**config.mk**
```make
export PLATFORM = sky130hd
export DESIGN_NAME = lock_ctrl_fsm
export DESIGN_NICKNAME = d
export VERILOG_FILES = /design/src/rtl/lock_pkg.sv /design/src/rtl/lock_timer.sv /design/src/rtl/lock_ctrl_fsm.sv
export SDC_FILE = /design/constraint.sdc
export NUM_CORES = 1
export LEC_CHECK = 0
export BUFFER_PORTS_ARGS = -buffer_cell sky130_fd_sc_hd__buf_4
export CAP_MARGIN = 10
export CORE_MARGIN = 3
export CORE_UTILIZATION = 63
export DETAILED_ROUTE_END_ITERATION = 7
export PLACE_DENSITY_LB_ADDON = 0.12
export REMOVE_ABC_BUFFERS = 1
export SLEW_MARGIN = 15
export SYNTH_ARGS = -nofsm -noshare
export SYNTH_HDL_FRONTEND = slang
export SYNTH_SLANG_ARGS = --single-unit
export TNS_END_PERCENT = 100
```
**constraint.sdc**
```tcl
create_clock -name clk -period 4.49 [get_ports clk]
set_clock_uncertainty 0.05 [all_clocks]
set_input_delay 0.449 -clock clk [delete_from_list [all_inputs] [get_ports clk]]
set_output_delay 0.449 -clock clk [all_outputs]
set_load 0.05 [all_outputs]
```
**src/rtl/lock_pkg.sv**
```systemverilog
// rtl/lock_pkg.sv - shared state codes, key codes and chain-step helper for the door-lock controller
//
// Contents:
//   ST_*         5-bit state codes. The key classifier decodes RAM address and
//                write-enable from these values, so they must not be renumbered.
//   lock_state_e enum built from the ST_* codes
//   IN_*         2-bit classifier codes presented on `in`
//   step_next()  successor of a state along the V, C and W key chains
package lock_pkg;

    localparam logic [4:0] ST_IDLE    = 5'd0;
    localparam logic [4:0] ST_V1      = 5'd1;
    localparam logic [4:0] ST_V2      = 5'd2;
    localparam logic [4:0] ST_FAIL    = 5'd3;
    localparam logic [4:0] ST_V3      = 5'd4;
    localparam logic [4:0] ST_OPEN    = 5'd5;
    localparam logic [4:0] ST_V4      = 5'd6;
    localparam logic [4:0] ST_CHK     = 5'd7;
    localparam logic [4:0] ST_C1      = 5'd8;
    localparam logic [4:0] ST_C2      = 5'd9;
    localparam logic [4:0] ST_C3      = 5'd11;
    localparam logic [4:0] ST_C4      = 5'd13;
    localparam logic [4:0] ST_CHKC    = 5'd14;
    localparam logic [4:0] ST_LOCKOUT = 5'd16;
    localparam logic [4:0] ST_W1      = 5'd17;
    localparam logic [4:0] ST_W2      = 5'd18;
    localparam logic [4:0] ST_W3      = 5'd19;
    localparam logic [4:0] ST_W4      = 5'd20;

    typedef enum logic [4:0] {
        S_IDLE    = ST_IDLE,
        S_V1      = ST_V1,
        S_V2      = ST_V2,
        S_FAIL    = ST_FAIL,
        S_V3      = ST_V3,
        S_OPEN    = ST_OPEN,
        S_V4      = ST_V4,
        S_CHK     = ST_CHK,
        S_C1      = ST_C1,
        S_C2      = ST_C2,
        S_C3      = ST_C3,
        S_C4      = ST_C4,
        S_CHKC    = ST_CHKC,
        S_LOCKOUT = ST_LOCKOUT,
        S_W1      = ST_W1,
        S_W2      = ST_W2,
        S_W3      = ST_W3,
        S_W4      = ST_W4
    } lock_state_e;

    localparam logic [1:0] IN_MATCH = 2'b00;
    localparam logic [1:0] IN_MISS  = 2'b01;
    localparam logic [1:0] IN_STAR  = 2'b10;
    localparam logic [1:0] IN_HASH  = 2'b11;

    // One key advances each four-step chain; the last step of the entry
    // chains lands on the check state, the write chain returns to IDLE.
    function automatic lock_state_e step_next(input lock_state_e s);
        case (s)
            S_V1:    step_next = S_V2;
            S_V2:    step_next = S_V3;
            S_V3:    step_next = S_V4;
            S_V4:    step_next = S_CHK;
            S_C1:    step_next = S_C2;
            S_C2:    step_next = S_C3;
            S_C3:    step_next = S_C4;
            S_C4:    step_next = S_CHKC;
            S_W1:    step_next = S_W2;
            S_W2:    step_next = S_W3;
            S_W3:    step_next = S_W4;
            default: step_next = S_IDLE;
        endcase
    endfunction

endpackage

```
**src/rtl/lock_timer.sv**
```systemverilog
// rtl/lock_timer.sv - loadable down-counter with a done pulse on its final counting cycle
//
// Ports:
//   clk       rising-edge clock
//   reset     asynchronous active-high reset, clears the count
//   load      reload count from load_val (has priority over en)
//   load_val  reload value, number of enabled cycles until done
//   en        decrement enable
//   done      high in the enabled cycle in which the count is 1
module lock_timer #(
    parameter int WIDTH = 5
) (
    input  logic             clk,
    input  logic             reset,
    input  logic             load,
    input  logic [WIDTH-1:0] load_val,
    input  logic             en,
    output logic             done
);

    logic [WIDTH-1:0] count;

    always_ff @(posedge clk or posedge reset) begin
        if (reset) begin
            count <= '0;
        end else if (load) begin
            count <= load_val;
        end else if (en && (count != '0)) begin
            count <= count - WIDTH'(1);
        end
    end

    assign done = en && !load && (count == WIDTH'(1));

endmodule

```
**src/rtl/lock_ctrl_fsm.sv**
```systemverilog
// rtl/lock_ctrl_fsm.sv - door-lock controller: verify, password change, fail counting and lockout
//
// Optional feature macro: AUTO_RELOCK_EN (OPEN relocks after RELOCK_CYCLES idle cycles).
//
// Ports:
//   clk         rising-edge clock
//   reset       asynchronous active-high reset
//   key_valid   one-cycle strobe per keypress
//   in          classifier code (match / mismatch / '*' / '#')
//   st          current state code, fed back to the classifier
//   unlocked    high while in OPEN
//   fail        high while in FAIL
//   locked_out  high while in LOCKOUT
module lock_ctrl_fsm
    import lock_pkg::*;
#(
    parameter int MAX_FAILS      = 3,
    parameter int LOCKOUT_CYCLES = 16
`ifdef AUTO_RELOCK_EN
    ,
    parameter int RELOCK_CYCLES  = 64
`endif
) (
    input  logic       clk,
    input  logic       reset,
    input  logic       key_valid,
    input  logic [1:0] in,
    output logic [4:0] st,
    output logic       unlocked,
    output logic       fail,
    output logic       locked_out
);

    localparam int         LOCK_W      = $clog2(LOCKOUT_CYCLES + 1);
    localparam logic [1:0] MAX_FAILS_2 = 2'(MAX_FAILS);

    lock_state_e state;
    lock_state_e state_nxt;
    logic        mismatch;
    logic        mismatch_nxt;
    logic [1:0]  fail_cnt;
    logic [1:0]  fail_cnt_nxt;
    logic [1:0]  fail_inc;
    logic        is_star;
    logic        is_hash;

    // Lockout timer reloads whenever we are outside LOCKOUT, so it holds
    // the full count on the first LOCKOUT cycle.
    logic lock_load;
    logic lock_en;
    logic lock_done;

    assign lock_en   = (state == S_LOCKOUT);
    assign lock_load = !lock_en;

    lock_timer #(
        .WIDTH (LOCK_W)
    ) u_lockout_timer (
        .clk      (clk),
        .reset    (reset),
        .load     (lock_load),
        .load_val (LOCK_W'(LOCKOUT_CYCLES)),
        .en       (lock_en),
        .done     (lock_done)
    );

`ifdef AUTO_RELOCK_EN
    localparam int RELOCK_W = $clog2(RELOCK_CYCLES + 1);

    // Any key while OPEN reloads the count, so only a quiet stretch relocks.
    logic relock_load;
    logic relock_en;
    logic relock_done;

    assign relock_en   = (state == S_OPEN) && !key_valid;
    assign relock_load = (state != S_OPEN) || key_valid;

    lock_timer #(
        .WIDTH (RELOCK_W)
    ) u_relock_timer (
        .clk      (clk),
        .reset    (reset),
        .load     (relock_load),
        .load_val (RELOCK_W'(RELOCK_CYCLES)),
        .en       (relock_en),
        .done     (relock_done)
    );
`endif

    assign is_star  = key_valid && (in == IN_STAR);
    assign is_hash  = key_valid && (in == IN_HASH);
    assign fail_inc = (fail_cnt >= MAX_FAILS_2) ? MAX_FAILS_2 : fail_cnt + 2'd1;

    always_comb begin
        state_nxt    = state;
        mismatch_nxt = mismatch;
        fail_cnt_nxt = fail_cnt;
        case (state)
            S_IDLE: begin
                if (is_star) begin
                    state_nxt    = S_V1;
                    mismatch_nxt = 1'b0;
                end else if (is_hash) begin
                    state_nxt    = S_C1;
                    mismatch_nxt = 1'b0;
                end
            end
            S_V1, S_V2, S_V3, S_V4, S_C1, S_C2, S_C3, S_C4: begin
                if (is_star) begin
                    state_nxt    = (state >= S_C1) ? S_C1 : S_V1;
                    mismatch_nxt = 1'b0;
                end else if (is_hash) begin
                    state_nxt = S_IDLE;
                end else if (key_valid) begin
                    if (in == IN_MISS) begin
                        mismatch_nxt = 1'b1;
                    end
                    state_nxt = step_next(state);
                end
            end
            S_CHK, S_CHKC: begin
                if (mismatch) begin
                    fail_cnt_nxt = fail_inc;
                    state_nxt    = (fail_inc == MAX_FAILS_2) ? S_LOCKOUT : S_FAIL;
                end else begin
                    fail_cnt_nxt = 2'd0;
                    state_nxt    = (state == S_CHK) ? S_OPEN : S_W1;
                end
            end
            S_FAIL: begin
                if (key_valid) begin
                    state_nxt = S_IDLE;
                end
            end
            S_OPEN: begin
                if (is_hash) begin
                    state_nxt = S_W1;
                end else if (is_star) begin
                    state_nxt = S_IDLE;
                end
`ifdef AUTO_RELOCK_EN
                else if (relock_done) begin
                    state_nxt = S_IDLE;
                end
`endif
            end
            // Every code, '*' and '#' included, is a password symbol here.
            S_W1, S_W2, S_W3, S_W4: begin
                if (key_valid) begin
                    state_nxt = step_next(state);
                end
            end
            S_LOCKOUT: begin
                if (lock_done) begin
                    state_nxt    = S_IDLE;
                    fail_cnt_nxt = 2'd0;
                end
            end
            default: begin
                state_nxt = S_IDLE;
            end
        endcase
    end

    // Outputs are decoded from the next state so they line up with st.
    always_ff @(posedge clk or posedge reset) begin
        if (reset) begin
            state      <= S_IDLE;
            mismatch   <= 1'b0;
            fail_cnt   <= 2'd0;
            unlocked   <= 1'b0;
            fail       <= 1'b0;
            locked_out <= 1'b0;
        end else begin
            state      <= state_nxt;
            mismatch   <= mismatch_nxt;
            fail_cnt   <= fail_cnt_nxt;
            unlocked   <= (state_nxt == S_OPEN);
            fail       <= (state_nxt == S_FAIL);
            locked_out <= (state_nxt == S_LOCKOUT);
        end
    end

    assign st = state;

endmodule

```
==> flow_summary.yaml, run 1 <==
floorplan:
  design.portCount: 13
  die-area_um2: 2762
  floorplan.initialDensity_pct: 68.19
  std_cell_rows: 16
  fp.dieH_um: 52.55
  die_width_um: 52.55
  core_region_area_um2: 2002
layout:
  stdcell_count: 191
  utilization_pct: 73.38
  diodes: 0
  syn_to_final_growth_pct: 7.608
  final_layout_size_suffix_gt1_share_pct: 15.24
  layout_net_count: 179
timing:
  timing_max_transition_violations_final: 0
  fmaxAchievable_ghz: 0.3974
  slew_headroom_pct: 54.14
  post-route-min-period_ns: 2.516
  timing_worst_slew_pin_value_ns: 0.6879
  finalCritPeriodShare_pct: 56.05
  timing.setup.tns_ns: 0
  finalHoldViolations: 0
  setup-violations-final: 0
  rsz0062_at_grt: "no"
logic_synthesis:
  synth.cell_area_um2: 1365
  yosysUniqueCellTypes: 48
  synth_top_area_cell: "dfrtp_1"
  synthDominantCellAreaShare_pct: 29.33
  synth_seq_cells: 16
  syn-mean-instance-area_um2: 8.750
  ys_top_cells_by_area: "dfrtp_1, ha_1, nand2_1, nor2b_1, a21oi_1"
  synth.yosys.warnings: 0
  postSynth.topFlopCell: "dfrtp_1"
  synth-edff-count: 0
  asyncSetResetFlopFracSynth_pct: 100.0
  post_synth_inst_count: 156
  synth_sequential_area_ratio_pct: 29.33
pwr:
  p_per_area_nw_per_um2: 449.9
  p_total_uw: 660.9
  p_leak_nw: 0.6741
  vdd.ir_drop.worst_uv: 304.1
setup_path:
  timing.critical_path.fanout_max: 8
  r2r_end: "fail"
  ff2ff_setup_slack_ns: 1.97
  r2r-start: "st[0]"
  end_kind: "flop"
  worst_reg2reg_path_length_in_cells: 8
  critPathLaunch: "st[0]"
  worst_ep_required_time_ns: 4.64
  critical_path.endpoint: "fail"
  setup.worst_path.class: "flop to flop"
  critical_path_arrival_ns: 2.67
  crit_path_start_kind: "flop"
detailed_routing:
  routed-via-count: 1192
  vias_per_cell: 6.241
  routed_wire_length_per_instance_um: 15.50
  drt_first_iter_violations: 41
  detail_route.first_pass.iterations: 4
  remaining_drc_errors: 0
  final_antenna_net_count: 0
  detail_route.wirelength_um: 2961
grt:
  track_usage_pct: 24.33
  first_global_vias: 1046
  grt_max_degree: 21
  grt_first_pass_wirelength_um: 5050
  antenna_violations_before_repair: 0
  grt-ovfl-total: 0
cts:
  cts_buffer_depth: 2
  htreeDepth: 1
  tritoncts: "built"
  total_clock_buffers_created_by_cts: 3
  insertion_delay_ns: 0.30
  cts_num_sinks: 16
  cts.reportedPaths.clkPinSlew_ns: 0.10
  post-cts-setup-buffers: 0
  clk_root_buffer_cell: "clkbuf_4"
  cts-hold-fix-buffers: 0
  cts_resized: 0
outcome:
  status: "finished, final reports clean"
placed_design:
  half_perimeter_wire_length_after_detailed_placement_um: 2203
  placed_cells_incl_taps: 187
  finalWeightedCongestion: 0.9185
  placement.io_buffers: 12
worst_hold_path:
  hold_path.class: "input pin to async pin"
flow_run:
  maxCapViolations: 0
-- worst max-delay path: stages, from the launching register on --
cell and delay [ns]:
dfrtp_1 0.46, inv_1 0.21, ha_1 0.33, nor4b_4 0.36, a22oi_1 0.11, a211oi_1 0.43
a2111oi_4 0.10, nor3_1 0.18, nor3b_1 0.20
-- how the worst min path moves through the flow --
stage                        startpoint                  endpoint  cells after the start
5_1_grt                           reset               fail_cnt[1]                      2
3_3_place_gp   u_lockout_timer.count[4]  u_lockout_timer.count[4]                      1
6_report                          reset  u_lockout_timer.count[4]                      2
4_1_cts                           reset               fail_cnt[1]                      2
2_1_floorplan                     reset                      fail                      1
3_5_place_dp   u_lockout_timer.count[4]  u_lockout_timer.count[4]                      1
-- per-stage QoR --
| stage | hold WS (ns) | instance area (um2) | setup slack [ns] |
|---|---|---|---|
| after global routing | 0.1978 | 1469 | 1.692 |
| after CTS | 0.1803 | 1469 | 1.994 |
| after floorplan | 0.3127 | 1309 | 1.865 |
| after detailed placement | 0.4600 | 1433 | 2.011 |
| after global placement | 0.4490 | 1433 | 2.017 |
| final | 0.1496 | 1469 | 1.974 |
-- kinds of logic (layout without fill, tap and decap cells) --
group,count (synthesis),in the layout,synth area share (%)
XOR/XNOR,2,2,1.283
adder cells (fa/ha/maj),9,9,8.249
multiplexers,6,6,4.675
AND/OR/NAND/NOR,67,67,28.96
flip-flops,16,16,29.33
AO/OA/AOI/OAI,40,40,21.17
buffers and inverters,16,24,6.324
-- registers in the layout (all words and copies together) (netlist names) --
signal / flops
unlocked: 1
u_lockout_timer.count: 5
fail_cnt: 2
st: 5
mismatch: 1
locked_out: 1
fail: 1
-- layer usage --
| layer | vias up | track usage, % | part of all wire (%) |
|---|---|---|---|
| li1 | 586 | - | - |
| met1 | 560 | 38.68 | 49 |
| met2 | 46 | 32.85 | 44 |
| met3 | 0 | 6.268 | 7.2 |
| met4 | 0 | 3.830 | 0 |
| met5 | - | 0 | 0 |
-- layout make-up --
class,count,area [um2]
tap,27,33.78
multi-input combinational,124,878.3
sequential,16,400.4
clock buffer,4,36.28
fill,164,533.0
inverter,8,30.03
timing repair buffer,12,90.09
-- report_power, final --
part	leakage (nW)	switching, mW	internal (mW)	total (mW)
logic	0.449	0.210	0.147	0.357
registers	0.204	0.0455	0.162	0.207
clock network	0.0210	0.0473	0.0494	0.0968
total	0.674	0.303	0.358	0.661
-- cells in the final DEF, fill, tap and decap left out, drive strengths merged, types with 2 or more instances in the layout --
| master | Yosys | layout |
|---|---|---|
| dfrtp | 16 | 16 |
| nand2 | 15 | 15 |
| and3 | 2 | 2 |
| clkbuf | 1 | 4 |
| inv | 8 | 8 |
| nor2 | 12 | 12 |
| a211oi | 2 | 2 |
| o22ai | 2 | 2 |
| nor3b | 6 | 6 |
| nor3 | 9 | 9 |
| nor4b | 2 | 2 |
| o21ai | 8 | 8 |
| buf | 7 | 12 |
| nand3 | 4 | 4 |
| mux2 | 3 | 3 |
| a22oi | 2 | 2 |
| ha | 9 | 9 |
| mux2i | 3 | 3 |
| nor2b | 8 | 8 |
| o211ai | 3 | 3 |
| a31oi | 3 | 3 |
| a21oi | 9 | 9 |
| o31a | 2 | 2 |
| nand2b | 3 | 3 |
-- cells in the mapped netlist, types with 2 or more instances --
master    number
a211oi_1       2
a21oi_1        9
a22oi_1        2
a31oi_1        3
and3_1         2
buf_2          3
buf_4          2
buf_6          2
dfrtp_1       16
ha_1           9
inv_1          8
mux2_1         2
mux2i_1        3
nand2_1       15
nand2b_1       3
nand3_1        3
nor2_1        12
nor2b_1        8
nor3_1         9
nor3b_1        4
nor3b_2        2
o211ai_1       3
o21ai_0        5
o21ai_1        3
o22ai_1        2
o31a_1         2
Note: power is estimated with default switching activity, not from simulation.
==> inputs of run 2 (changes only) <==
- CORE_UTILIZATION: 63 -> 58
- clock period: 4.49 -> 2.4 ns (I/O delays scaled with it)
==> flow_summary.yaml, run 2 (synthesis results as in run 1) <==
outcome:
  status: "finished, final reports clean"
placed_design:
  finalWeightedCongestion: 0.9596
  half_perimeter_wire_length_after_detailed_placement_um: 2796
  place_ws_ns: 0.02466
  placement.io_buffers: 12
  total_placed_instance_area_um2: 1538
cts:
  cts_num_sinks: 16
  tritoncts: "built"
  cts.reportedPaths.clkPinSlew_ns: 0.09
  cts_buffer_depth: 2
  clk_root_buffer_cell: "clkbuf_4"
  total_clock_buffers_created_by_cts: 3
  htreeDepth: 1
  insertion_delay_ns: 0.29
floorplan:
  die-area_um2: 2972
  floorplan.initialDensity_pct: 65.56
  fp.dieH_um: 54.52
  design.portCount: 13
  core_region_area_um2: 2082
  std_cell_rows: 16
  die_width_um: 54.52
setup_path:
  crit_path_start_kind: "flop"
  timing.critical_path.fanout_max: 7
  cp_common_cell: "nor3_1"
  worst_path_max_delay_cell: "dfrtp_2"
  setup.worst_path.class: "flop to flop"
  worst_ep_required_time_ns: 2.55
  critical_path_arrival_ns: 2.44
  crit_path_cells: "inv_1 -> ha_2 -> nor4b_4 -> buf_4 -> nor3_1 -> a211oi_2 -> a2111oi_4 -> nor3_1 -> nor3b_1"
  critical_path.top_delay_family: "simple AND/OR/NAND/NOR gates"
  crit_path_max_incr_delay_ns: 0.45
  end_kind: "flop"
  timing.critical_path.buf_inv: 2
grt:
  antenna_violations_before_repair: 0
  first_global_vias: 1165
  grt_first_pass_wirelength_um: 5685
  grt-ovfl-total: 0
  track_usage_pct: 27.23
  grt_max_degree: 17
timing:
  holdWs_ns: 0.2415
  slew_headroom_pct: 58.67
  finalCritPeriodShare_pct: 95.45
  timing_max_transition_violations_final: 0
  setup-violations-final: 0
  timing_worst_slew_pin_value_ns: 0.6193
  setup_ws_ns: 0.1091
  finalHoldViolations: 0
  post-route-min-period_ns: 2.291
  fmaxAchievable_ghz: 0.4365
pwr:
  vdd.ir_drop.worst_uv: 594.1
  power.share.switching_pct: 46.47
  p_per_area_nw_per_um2: 840.0
  intPower_uw: 726.9
  pwr-share-seq_pct: 27.1
  p_leak_nw: 0.7531
  portion_of_total_power_attributed_to_the_clock_network_pct: 10.3
  p_total_mw: 1.358
  p_sw_uw: 631.0
  part_of_the_power_in_combinational_logic_pct: 62.6
detailed_routing:
  detail_route.wirelength_um: 3932
  final_antenna_net_count: 0
  remaining_drc_errors: 0
  routed-via-count: 1370
  vias_per_cell: 6.618
  routed_wire_length_per_instance_um: 19.00
  drt_first_iter_violations: 91
  detail_route.first_pass.iterations: 5
layout:
  final_design_area_no_fill_um2: 1617
  layout_commonest_cell: "buf_4"
  final_layout_size_suffix_gt1_share_pct: 26.67
  diodes: 0
  layout_net_count: 196
  syn_to_final_growth_pct: 18.42
  final_cell_mix: "buf_4, nand2_1, dfrtp_1"
worst_hold_path:
  hold_path.class: "input pin to flop"
flow_run:
  maxCapViolations: 0
==> run 2: power groups by stage <==
| stage | Combinational, mW | Sequential, mW | Clock, mW |
|---|---|---|---|
| after floorplan | 0.437 | 0.453 | 0 |
| after global placement | 0.777 | 0.360 | 0 |
| after detailed placement | 0.786 | 0.366 | 0 |
| after CTS | 0.791 | 0.360 | 0.140 |
| after global routing | 0.903 | 0.372 | 0.158 |
| final | 0.851 | 0.368 | 0.140 |
==> run 2: area by class of cell <==
class	instances	area, um2
multi-input combinational	124	908.4
fill	141	465.4
sequential	16	401.6
timing repair buffer	29	220.2
tap	27	33.78
inverter	8	30.03
clock buffer	3	22.52
==> run 2: worst paths after layout <==
| kind | to | from | cells after the start | slack, ns |
|---|---|---|---|---|
| max in group asynchronous | st[0] | reset | 3 | 1.33 |
| worst max register to register | fail | st[0] | 9 | 0.11 |
| min in group asynchronous | u_lockout_timer.count[4] | reset | 3 | 0.53 |
| worst min register to register | fail_cnt[0] | fail_cnt[0] | 2 | 0.50 |
| worst min-delay path | mismatch | in[0] | 3 | 0.24 |
| worst max-delay path | fail | st[0] | 9 | 0.11 |
==> run 2: repair_timing <==
| action | in CTS | in global routing |
|---|---|---|
| endpoints found under the setup margin | 0 | 3 |
| hold endpoints to repair | 16 | 0 |
| gates resized for setup | 0 | 9 |
| setup buffers | 0 | 2 |
| hold buffers | 1 | 0 |
==> run 2: tightest hold or removal path: cells and delay by family <==
family                 cells  cell delay [ns]
AO/OA/AOI/OAI              2             0.18
buffers and inverters      1             0.12
==> run 2: metrics by stage <==
step	setup TNS, ns	util (%)	std cells
6_report	0	77.64	207
5_1_grt	-0.03333	77.64	207
4_1_cts	0	75.42	205
3_5_place_dp	0	73.86	201
3_3_place_gp	0	73.86	201
2_1_floorplan	-0.6865	-	148
==> run 2: metal layers <==
layer	routed length, um	up-vias	track usage (%)
met5	0	-	0
met2	1794	99	44.82
met4	96	0	5.809
met3	403	20	5.177
met1	1638	634	36.95
li1	-	617	-
==> inputs of run 3 (changes only) <==
==> constraint.sdc (replaced) <==
create_clock -name clk -period 2.3 [get_ports clk]
set_clock_uncertainty 0.05 [all_clocks]
set_input_delay 0.46 -clock clk [delete_from_list [all_inputs] [get_ports clk]]
set_output_delay 0.46 -clock clk [all_outputs]
set_load 0.05 [all_outputs]
==> flow_summary.yaml, run 3 (synthesis results as in run 1) <==
layout:
  final_layout_size_suffix_gt1_share_pct: 36.32
  layout_net_count: 205
  layout_commonest_cell: "buf_4"
  syn_to_final_growth_pct: 28.32
  stdcell_count: 217
  final_cell_mix: "buf_4, nand2_1, dfrtp_1"
  utilization_pct: 84.13
  diodes: 0
detailed_routing:
  remaining_drc_errors: 0
  detail_route.wirelength_um: 4168
  drt_first_iter_violations: 75
  final_antenna_net_count: 0
  detail_route.first_pass.iterations: 4
  routed_wire_length_per_instance_um: 19.21
  routed-via-count: 1408
  vias_per_cell: 6.488
placed_design:
  finalWeightedCongestion: 0.9967
  place_ws_ns: -0.06196
  placement.io_buffers: 12
  half_perimeter_wire_length_after_detailed_placement_um: 2881
  placed_cells_incl_taps: 206
floorplan:
  design.portCount: 13
  floorplan.initialDensity_pct: 65.56
  core_region_area_um2: 2082
  std_cell_rows: 16
  fp.dieH_um: 54.52
  die_width_um: 54.52
  die-area_um2: 2972
cts:
  cts_num_sinks: 16
  clk_root_buffer_cell: "clkbuf_4"
  total_clock_buffers_created_by_cts: 3
  cts_buffer_depth: 2
  htreeDepth: 1
  tritoncts: "built"
  cts.reportedPaths.clkPinSlew_ns: 0.10
  cts-hold-fix-buffers: 0
  insertion_delay_ns: 0.30
setup_path:
  critical_path_arrival_ns: 2.51
  setup.worst_path.class: "flop to flop"
  ff2ff_setup_slack_ns: -0.02
  worst_ep_required_time_ns: 2.48
  r2r-start: "st[0]"
  critPathLaunch: "st[0]"
  worst_reg2reg_path_length_in_cells: 8
  r2r_end: "locked_out"
  timing.critical_path.fanout_max: 7
  worst_path_max_delay_cell: "dfrtp_2"
  crit_path_start_kind: "flop"
  crit_path_cells: "buf_4 -> ha_2 -> or4_4 -> nand3_2 -> a31oi_1 -> o31ai_2 -> o221a_4 -> and4b_1"
  crit_path_max_incr_delay_ns: 0.46
  end_kind: "flop"
pwr:
  p_per_area_nw_per_um2: 931.8
  p_total_mw: 1.632
  p_leak_nw: 0.8094
  vdd.ir_drop.worst_uv: 755.1
grt:
  antenna_violations_before_repair: 0
  grt-ovfl-total: 0
  track_usage_pct: 29.51
  grt_max_degree: 17
  first_global_vias: 1299
  grt_first_pass_wirelength_um: 6223
timing:
  setup-violations-final: 2
  timing_max_transition_violations_final: 0
  finalCritPeriodShare_pct: 101.0
  timing_worst_slew_pin_value_ns: 0.6085
  slew_headroom_pct: 59.39
  post-route-min-period_ns: 2.324
  fmaxAchievable_ghz: 0.4303
  setup_ws_ns: -0.02371
  finalHoldViolations: 0
outcome:
  violations: "setup timing"
  status: "complete, but fails checks"
worst_hold_path:
  hold_path.class: "input pin to async pin"
flow_run:
  maxCapViolations: 0
==> run 3: stage by stage <==
stage | setup TNS, ns | hold WS [ns] | cell area, um2
detailed placement | -0.1229 | 0.4539 | 1575
finish | -0.03876 | 0.1785 | 1752
global placement | 0 | 0.4465 | 1575
CTS | 0 | 0.2007 | 1645
global route | -0.1012 | 0.2137 | 1752
floorplan | -1.186 | 0.3237 | 1309
==> run 3: worst max-delay path by stage <==
stage | endpoint | slack (ns)
global placement | unlocked | 0.02
global route | locked_out | -0.08
CTS | fail | 0.01
floorplan | unlocked | -0.33
finish | locked_out | -0.02
detailed placement | fail | -0.06
==> run 3: metal layers <==
layer	vias up	GRT usage, %	routed length (um)
li1	632	-	-
met1	669	41.41	1678
met2	92	44.62	1887
met3	15	6.267	522
met4	0	9.959	80
met5	-	0	0
==> run 3: worst max-delay path, delay by kind of cell, from the launching register on <==
kind / cells / cell delay (ns)
AO/OA/AOI/OAI: 3 / 0.60
buffers and inverters: 1 / 0.15
flip-flops: 1 / 0.46
AND/OR/NAND/NOR: 3 / 0.76
adder cells (fa/ha/maj): 1 / 0.24
==> run 3: report_power, final <==
| part | internal (mW) | switching [mW] |
|---|---|---|
| clock | 0.0966 | 0.0932 |
| combinational | 0.492 | 0.561 |
| sequential | 0.320 | 0.0691 |
==> run 3: layout make-up <==
type                            instances  area, um2
Multi-Input combinational cell        124      962.2
Sequential cell                        16      404.1
Fill cell                             118      330.3
Timing Repair Buffer                   38      285.3
Clock buffer                            4      36.28
Tap cell                               27      33.78
Inverter                                8      30.03
==> run 3: timing repair <==
item | CTS | global route
pin swaps | 1 | 4
buffers inserted | 3 | 4
cloned | 0 | 0
resized for setup | 4 | 18
setup endpoints to repair | 3 | 4
